[config.mk]
export PLATFORM = sky130hd
export DESIGN_NAME = instruction_fetch_queue
export DESIGN_NICKNAME = d
export VERILOG_FILES = /design/src/rtl/instruction_fetch_queue.sv
export SDC_FILE = /design/constraint.sdc
export NUM_CORES = 1
export LEC_CHECK = 0
export CORE_ASPECT_RATIO = 2
export CORE_MARGIN = 5
export CORE_UTILIZATION = 25
export DETAILED_ROUTE_END_ITERATION = 6
export DONT_BUFFER_PORTS = 1
export PLACE_DENSITY = 0.36
export SETUP_SLACK_MARGIN = 0.1
export SLEW_MARGIN = 20
export SYNTH_ARGS = -nofsm -noshare
export SYNTH_HDL_FRONTEND = slang
export SYNTH_SLANG_ARGS = --single-unit
[constraint.sdc]
create_clock -name f_clk -period 4.35 [get_ports f_clk]
set_clock_uncertainty 0.1 [all_clocks]
set_input_delay 0.6525 -clock f_clk [delete_from_list [all_inputs] [get_ports f_clk]]
set_output_delay 0.6525 -clock f_clk [all_outputs]
set_load 0.02 [all_outputs]
[src/rtl/instruction_fetch_queue.sv]
// ============================================================================
// Module      : instruction_fetch_queue
// Description : Sequential instruction fetcher with a QDEPTH-entry
//               fall-through prefetch queue and redirect flush.
// Revision    : 1.0 - initial release
// ============================================================================
`default_nettype none

module instruction_fetch_queue #(
    parameter int                     PC_WIDTH = 32,
    parameter int                     IWIDTH   = 32,
    parameter int                     QDEPTH   = 4,
    parameter logic [PC_WIDTH-1:0]    RESET_PC = '0,
    parameter int                     PC_STEP  = 4
) (
    input  logic                        f_clk,
    input  logic                        f_rst,
    input  logic                        f_i_ce,
    input  logic                        f_i_change_pc,
    input  logic [PC_WIDTH-1:0]         f_i_pc,
    output logic                        f_o_req,
    output logic [PC_WIDTH-1:0]         f_o_addr,
    input  logic                        f_i_ack,
    input  logic [IWIDTH-1:0]           f_i_instr,
    output logic                        f_o_valid,
    output logic [IWIDTH-1:0]           f_o_instr,
    output logic [PC_WIDTH-1:0]         f_o_pc,
    input  logic                        f_i_ready,
    output logic [$clog2(QDEPTH):0]     f_o_count
);

    localparam int                  PW      = $clog2(QDEPTH);
    localparam int                  CW      = PW + 1;
    localparam logic [CW-1:0]       DEPTH_C = CW'(QDEPTH);
    localparam logic [PC_WIDTH-1:0] STEP_C  = PC_WIDTH'(PC_STEP);

    typedef enum logic [1:0] {
        S_IDLE = 2'd0,
        S_REQ  = 2'd1,
        S_DROP = 2'd2
    } state_t;

    state_t                 state_q, state_d;
    logic [PC_WIDTH-1:0]    fetch_pc_q, fetch_pc_d;
    logic [PC_WIDTH-1:0]    addr_q, addr_d;
    logic [CW-1:0]          count_q, count_d;
    logic [PW-1:0]          rd_ptr_q, rd_ptr_d;
    logic [PW-1:0]          wr_ptr_q, wr_ptr_d;

    logic [IWIDTH-1:0]      instr_mem [QDEPTH];
    logic [PC_WIDTH-1:0]    pc_mem    [QDEPTH];

    logic                   w_push;
    logic                   w_pop;
    logic                   w_room;
    logic [CW-1:0]          w_count_next;
    logic [PC_WIDTH-1:0]    w_pc_inc;

    assign w_push       = (state_q == S_REQ) & f_i_ack & ~f_i_change_pc;
    assign w_pop        = f_o_valid & f_i_ready;
    assign w_count_next = count_q + CW'(w_push) - CW'(w_pop);
    // Outstanding request reserves the slot its response will land in.
    assign w_room       = (w_count_next < DEPTH_C);
    assign w_pc_inc     = fetch_pc_q + STEP_C;

    always_comb begin
        state_d    = state_q;
        fetch_pc_d = fetch_pc_q;
        addr_d     = addr_q;
        count_d    = w_count_next;
        rd_ptr_d   = w_pop  ? rd_ptr_q + PW'(1) : rd_ptr_q;
        wr_ptr_d   = w_push ? wr_ptr_q + PW'(1) : wr_ptr_q;

        if (f_i_change_pc) begin
            count_d    = '0;
            rd_ptr_d   = '0;
            wr_ptr_d   = '0;
            fetch_pc_d = f_i_pc;
            case (state_q)
                S_REQ:   state_d = f_i_ack ? S_IDLE : S_DROP;
                S_DROP:  state_d = f_i_ack ? S_IDLE : S_DROP;
                default: state_d = S_IDLE;
            endcase
        end else begin
            case (state_q)
                S_IDLE: begin
                    if (f_i_ce && w_room) begin
                        state_d = S_REQ;
                        addr_d  = fetch_pc_q;
                    end
                end
                S_REQ: begin
                    if (f_i_ack) begin
                        fetch_pc_d = w_pc_inc;
                        if (f_i_ce && w_room) begin
                            addr_d = w_pc_inc;
                        end else begin
                            state_d = S_IDLE;
                        end
                    end
                end
                S_DROP: begin
                    if (f_i_ack) begin
                        state_d = S_IDLE;
                    end
                end
                default: state_d = S_IDLE;
            endcase
        end
    end

    always_ff @(posedge f_clk or negedge f_rst) begin
        if (!f_rst) begin
            state_q    <= S_IDLE;
            fetch_pc_q <= RESET_PC;
            addr_q     <= RESET_PC;
            count_q    <= '0;
            rd_ptr_q   <= '0;
            wr_ptr_q   <= '0;
        end else begin
            state_q    <= state_d;
            fetch_pc_q <= fetch_pc_d;
            addr_q     <= addr_d;
            count_q    <= count_d;
            rd_ptr_q   <= rd_ptr_d;
            wr_ptr_q   <= wr_ptr_d;
        end
    end

    // Storage needs no reset: count gates visibility of every entry.
    always_ff @(posedge f_clk) begin
        if (w_push) begin
            instr_mem[wr_ptr_q] <= f_i_instr;
            pc_mem[wr_ptr_q]    <= addr_q;
        end
    end

    assign f_o_req   = (state_q != S_IDLE);
    assign f_o_addr  = addr_q;
    assign f_o_valid = (count_q != '0);
    assign f_o_instr = f_o_valid ? instr_mem[rd_ptr_q] : '0;
    assign f_o_pc    = f_o_valid ? pc_mem[rd_ptr_q]    : '0;
    assign f_o_count = count_q;

endmodule

`default_nettype wire

* Word level (Yosys, flattened, before mapping) *
Memory sizes are Yosys's and may differ from the RTL's.
Index checks and enable logic that the tools add are counted.

storage, ports and cells
  output and inout bits = 101
  memory bits (writable) = 256
  latch bits = 0
  word-level logic and storage cells = 64
  bits in registers = 73
  memory bits (read-only) = 0
  memories kept = 2
  input bits = 70

cells by class
  reductions and logical operators = 13
  bitwise gates (word level) = 4
  multiply operators = 0
  equal/unequal tests = 9
  div/mod/pow operators = 0
  add/subtract/negate cells = 5
  mux-type cells = 24
  order comparisons = 1
  shift-type cells = 0

memories
  memory     depth  bits a word  rd ports  clocked after memory_dff  write ports  line  RTL
  instr_mem  4      32           1         0                         1            50    logic [IWIDTH-1:0] instr_mem [QDEPTH];
  pc_mem     4      32           1         0                         1            51    logic [PC_WIDTH-1:0] pc_mem [QDEPTH];

operators by type and width
  cell                                                    count
  2-to-1 mux 32 bit                                       8
  case mux 32 bit (2 select lines)                        1
  adder 32 x 3 -> 32 bit (second input constant)          1
  2-to-1 mux 2 bit                                        11
  inequality test 3 bit (second input constant)           4
  nonzero test 2 bit                                      6
  case mux 2 bit (3 select lines)                         1
  AND reduction 5 bit                                     1
  adder 2 x 1 -> 2 bit (second input constant)            2
  inequality test 2 bit (second input constant)           2
  AND reduction 4 bit                                     1
  adder 3 x 1 -> 3 bit                                    1
  bitwise AND 1 bit                                       3
  less-than comparator 3 bit (second input constant)      1
  2-to-1 mux 3 bit                                        1
  nonzero test 3 bit                                      1
  subtractor 3 x 1 -> 3 bit                               1
  equality test 2 x 1 -> 1 bit (second input constant)    1
  equality test 2 bit (second input constant)             1
  logical NOT 2 bit                                       1
  2-to-1 mux 1 bit                                        2
  inequality test 2 x 1 -> 1 bit (second input constant)  1
  AND reduction 2 bit                                     1
  OR reduction 2 bit                                      1
  other kinds (2)                                         2

* Longest topological paths before layout *
  depth in word-level cells = 11
  gate-level depth with buffers = 18
  gate-level depth less buffers = 13

* Worst setup path after synthesis *
OpenSTA, ideal clock, no wires.

  path kind = input port to flip-flop
  start point = in f_i_change_pc
  end point = reg addr_q[23], in the netlist f_o_addr[23]
  stages = 15
  path slack = 571 ps
  setup time = 141 ps
  required time = 4109 ps
  buffers on the path = 5
  data arrival time = 3538 ps
  cell sequence = clkbuf_1 inv_1 clkbuf_1 clkbuf_1 nand2_1 ha_1 inv_1 ha_1 inv_1 fa_1 xnor3_1 o2111a_1 clkbuf_1 clkbuf_1 a31oi_1

between the ends
  cells in the longest elaborated chain, start to end = 8

RTL lines
  element                                                                                   line    RTL
  start: declaration                                                                        19      input logic f_i_change_pc,
  NOT 1 bit (no line) (*)                                                                   --
  bitwise AND 1 bit                                                                         59      assign w_push = (state_q == S_REQ) & f_i_ack & ~f_i_change_pc;
  adder 3 x 1 -> 3 bit                                                                      61      assign w_count_next = count_q + CW'(w_push) - CW'(w_pop);
  subtractor 3 x 1 -> 3 bit                                                                 61
  less-than comparator 3 bit                                                                63      assign w_room = (w_count_next < DEPTH_C);
  logical AND 1 bit                                                                         87, 95
  inequality test 2 bit (no line) / inequality test 2 x 1 -> 1 bit (equally long branches)  --
  AND reduction 5 bit (no line) (*)                                                         --
  end signal: assignment                                                                    123     addr_q <= addr_d;
  end: declaration                                                                          45      logic [PC_WIDTH-1:0] addr_q, addr_d;

Mark *: on every way between the ends. The rest lies on a longest branch, timed or not.
A chain may end at the register's enable or synchronous reset.

* Worst setup path in the final report *
  start point = reg count_q[1], in the netlist f_o_count[1]
  end point = reg addr_q[10], in the netlist f_o_addr[10]

between the ends
  cells in the longest elaborated chain, start to end = 7

RTL lines
  element                                                                                   line    RTL
  start: declaration                                                                        46      logic [CW-1:0] count_q, count_d;
  start signal: assignment                                                                  124     count_q <= count_d;
  branches (longest 2 deep; another with adder 3 x 1 -> 3 bit)                              --
  subtractor 3 x 1 -> 3 bit (*)                                                             61
  less-than comparator 3 bit (*)                                                            63
  logical AND 1 bit (*)                                                                     87, 95
  inequality test 2 bit (no line) / inequality test 2 x 1 -> 1 bit (equally long branches)  --
  AND reduction 5 bit (no line) (*)                                                         --

Mark *: on every way between the ends.

==> flow_metrics.env <==
export IMPL_status="completed"
export IMPL_grt_max_degree=74
export IMPL_finalSetupTns_ns=0
export IMPL_drt_iter0_drc=321
export IMPL_yosys_area_share_simple_pct=10.98
export IMPL_final_util_pct=28.66
export IMPL_crit_path_end_kind="flip-flop"
export IMPL_cp_max_fo=26
export IMPL_die_h_um=343.1
export IMPL_hold_class="in -> reg"
export IMPL_coreArea_mm2=0.05511
export IMPL_via_per_inst=4.590
export IMPL_async_flop_share_pct=22.19
export IMPL_die_x_um=176.6
export IMPL_design_area_mm2=0.01579
export IMPL_rows=122
export IMPL_synth_nets=965
export IMPL_cts_clk_slew_worst_paths_ns=0.06
export IMPL_drtPass1Iterations=5
export IMPL_cts_resized=0
export IMPL_critPathTopFamily="simple AND/OR/NAND/NOR gates"
export IMPL_crit_chain="or3_4 > and2_1 > ha_1 > inv_1 > ha_1 > inv_1 > fa_1 > xnor3_1 > o2111ai_2 > nand2_1 > o21ai_0"
export IMPL_rsz0062_at_grt="false"
export IMPL_grt_pass1_wl_um=56860
export IMPL_synth_distinct_cells=44
export IMPL_r2r_cells=11
export IMPL_area_growth_pct=13.84
export IMPL_sw_frac_of_total_pct=34.73
export IMPL_clk_insertion_delay_late_ns=0.53
export IMPL_min_path_cells=1
export IMPL_p_leak_uw=0.004975
export IMPL_path_depth=11
export IMPL_synth_top_family_by_area="simple AND/OR/NAND/NOR gates"
export IMPL_route_detailed_drc=0
export IMPL_hold_violations=0
export IMPL_cp_slowest_stage_delay_ns=0.54
export IMPL_layout_nets=954
export IMPL_place_area_mm2=0.01474
export IMPL_drv_slew=0
export IMPL_period_minus_slack_ns=3.537
export IMPL_comb_power_share_pct=22.4
export IMPL_yosysWarnings=0
export IMPL_syn_area_mm2=0.01387
export IMPL_vdd_drop_max_uv=285.3
export IMPL_arrival_ns=3.80
export IMPL_grt_pass1_vias=8133
export IMPL_slew_headroom_pct=37.36
export IMPL_synth_top_flop_cell="edfxtp_1"
export IMPL_synthMuxAreaShare_pct=10.78
export IMPL_dpl_cell_count=1579
export IMPL_ioPinCount=171
export IMPL_p_per_area_mw_per_mm2=596.3
export IMPL_grt_antenna_before_repair=2
export IMPL_synth_xor_xnor_area_share_pct=1.741
export IMPL_start_util_pct=25.18
export IMPL_startpoint_type="flip-flop"
export IMPL_routedWlPerCell_um=23.56
export IMPL_synth_edf_count=256
export IMPL_clkPwrFrac_pct=29.4
export IMPL_p_switching_uw=3271
export IMPL_drive_gt1_share_pct=15.53
export IMPL_ctsHtreeMaxLevel=2
export IMPL_fmax_ghz=0.2828
export IMPL_cts_tree="done"
export IMPL_antenna_left=0
export IMPL_port_buffers=0
export IMPL_finalNonFillerCells=1639
export IMPL_root_buffer="clkbuf_16"
export IMPL_hold_worst_slack_ns=0.09628
export IMPL_gp_congestion=0.7301
export IMPL_worst_setup_path_type="reg -> reg"
export IMPL_grt_overflow_total=0
export IMPL_diodes=0
export IMPL_synth_compound_area_share_pct=4.554
export IMPL_mostFrequentLayoutCells="256 x edfxtp_1, 71 x dfrtp_1, 68 x and2_1, 64 x mux4_2, 49 x nand2_1"
export IMPL_cts_path_max_buffers=3
export IMPL_final_common_cell="edfxtp_1"
export IMPL_path_buf_inv=2
export IMPL_fin_crit_sh_pct=81.30
export IMPL_tightest_slew_ns=0.9397
export IMPL_synth_fa_ha_area_share_pct=1.046
export IMPL_vias=7523
export IMPL_track_usage_pct=12.72
export IMPL_cts_sinks=329
export IMPL_max_cap_viol_count=0
export IMPL_p_int_uw=6147
export IMPL_yosys_register_bits=329
export IMPL_yosysSeqAreaShare_pct=68.58
export IMPL_crit_required_ns=4.61
export IMPL_dp_final_hpwl_um=24830
export IMPL_wirelength_um=38620
export IMPL_cts_buffers=34
export IMPL_setup_violations_final=0
export IMPL_p_seq_share_pct=48.2
export IMPL_syn_inst=884
export IMPL_die_area_mm2=0.06059
export IMPL_crit_slowest_cell="dfrtp_1"
export IMPL_syn_avg_cell_area_um2=15.69
-- routing by layer --
metal | part of all wire (%) | track usage [%]
met1 | 37 | 13.92
met2 | 54 | 23.70
met3 | 6.4 | 3.417
met4 | 2.4 | 3.985
met5 | 0 | 0
-- kinds of logic after synthesis --
| group | after synthesis |
|---|---|
| adders and majority gates | 11 |
| AOI/OAI and AO/OA | 100 |
| xor gates and xnor gates | 26 |
| muxes | 69 |
| buffers and inverters | 75 |
| and+or+nand+nor | 274 |
| DFF | 329 |
-- sequential cells by signal, summed over array words and instances, names as in the netlist --
| signal | flops |
|---|---|
| instr_mem | 128 |
| rd_ptr_q | 2 |
| wr_ptr_q | 2 |
| pc_mem | 128 |
| f_o_addr | 32 |
| state_q | 2 |
| f_o_count | 3 |
| fetch_pc_q | 32 |
-- synthesized netlist by cell type, types with 11 or more instances --
cell type / count / area (um2)
nand3_1: 21 / 105.1
a31oi_1: 30 / 187.7
inv_1: 12 / 45.04
xor2_1: 15 / 131.4
and2_1: 68 / 425.4
nand2_1: 49 / 183.9
clkbuf_1: 34 / 127.6
nor2_1: 43 / 161.4
and3_1: 11 / 68.82
buf_2: 19 / 95.09
dfrtp_1: 73 / 1827
or3_1: 18 / 112.6
o21ai_0: 35 / 175.2
or4_1: 21 / 157.7
o31ai_1: 17 / 127.6
edfxtp_1: 256 / 7687
mux4_2: 64 / 1441
nand4_1: 24 / 150.1
-- cell type report --
cell class	instances	area, um2
repair buffers	16	205.2
clock inverters	14	97.59
multi-input cells	480	4074
inverters	12	45.04
well taps	744	930.9
fillers	5598	39310
flip-flops and latches	329	9522
clock buffers	44	919.6
-- timing repair --
action	CTS	global route
buffers inserted	0	0
hold endpoints to repair	73	0
hold buffers	2	0
-- metrics by stage --
step           total power [uW]  setup WS [ns]
2_1_floorplan              6034         0.5711
3_3_place_gp               6804         0.8411
3_5_place_dp               6838         0.7732
4_1_cts                    9691         0.7451
5_1_grt                    9963         0.4916
6_report                   9418         0.8135
-- power groups by stage --
stage / combinational, uW / clock (uW) / sequential [uW]
after floorplan: 1790 / 0 / 4250
after global placement: 2160 / 0 / 4650
after detailed placement: 2180 / 0 / 4660
after CTS: 2200 / 2900 / 4590
after global routing: 2330 / 3020 / 4620
final: 2110 / 2770 / 4540
-- worst paths after layout --
check                              startpoint             end  slack [ns]
worst max register to register   f_o_count[1]    f_o_addr[10]        0.81
worst min register to register  fetch_pc_q[1]     f_o_addr[1]        0.40
worst min-delay path            f_i_change_pc     wr_ptr_q[1]         0.1
min in group asynchronous               f_rst  fetch_pc_q[16]        0.65
worst max-delay path             f_o_count[1]    f_o_addr[10]        0.81
max in group asynchronous               f_rst     rd_ptr_q[0]        3.17
Power figures use the tool's default switching activity.
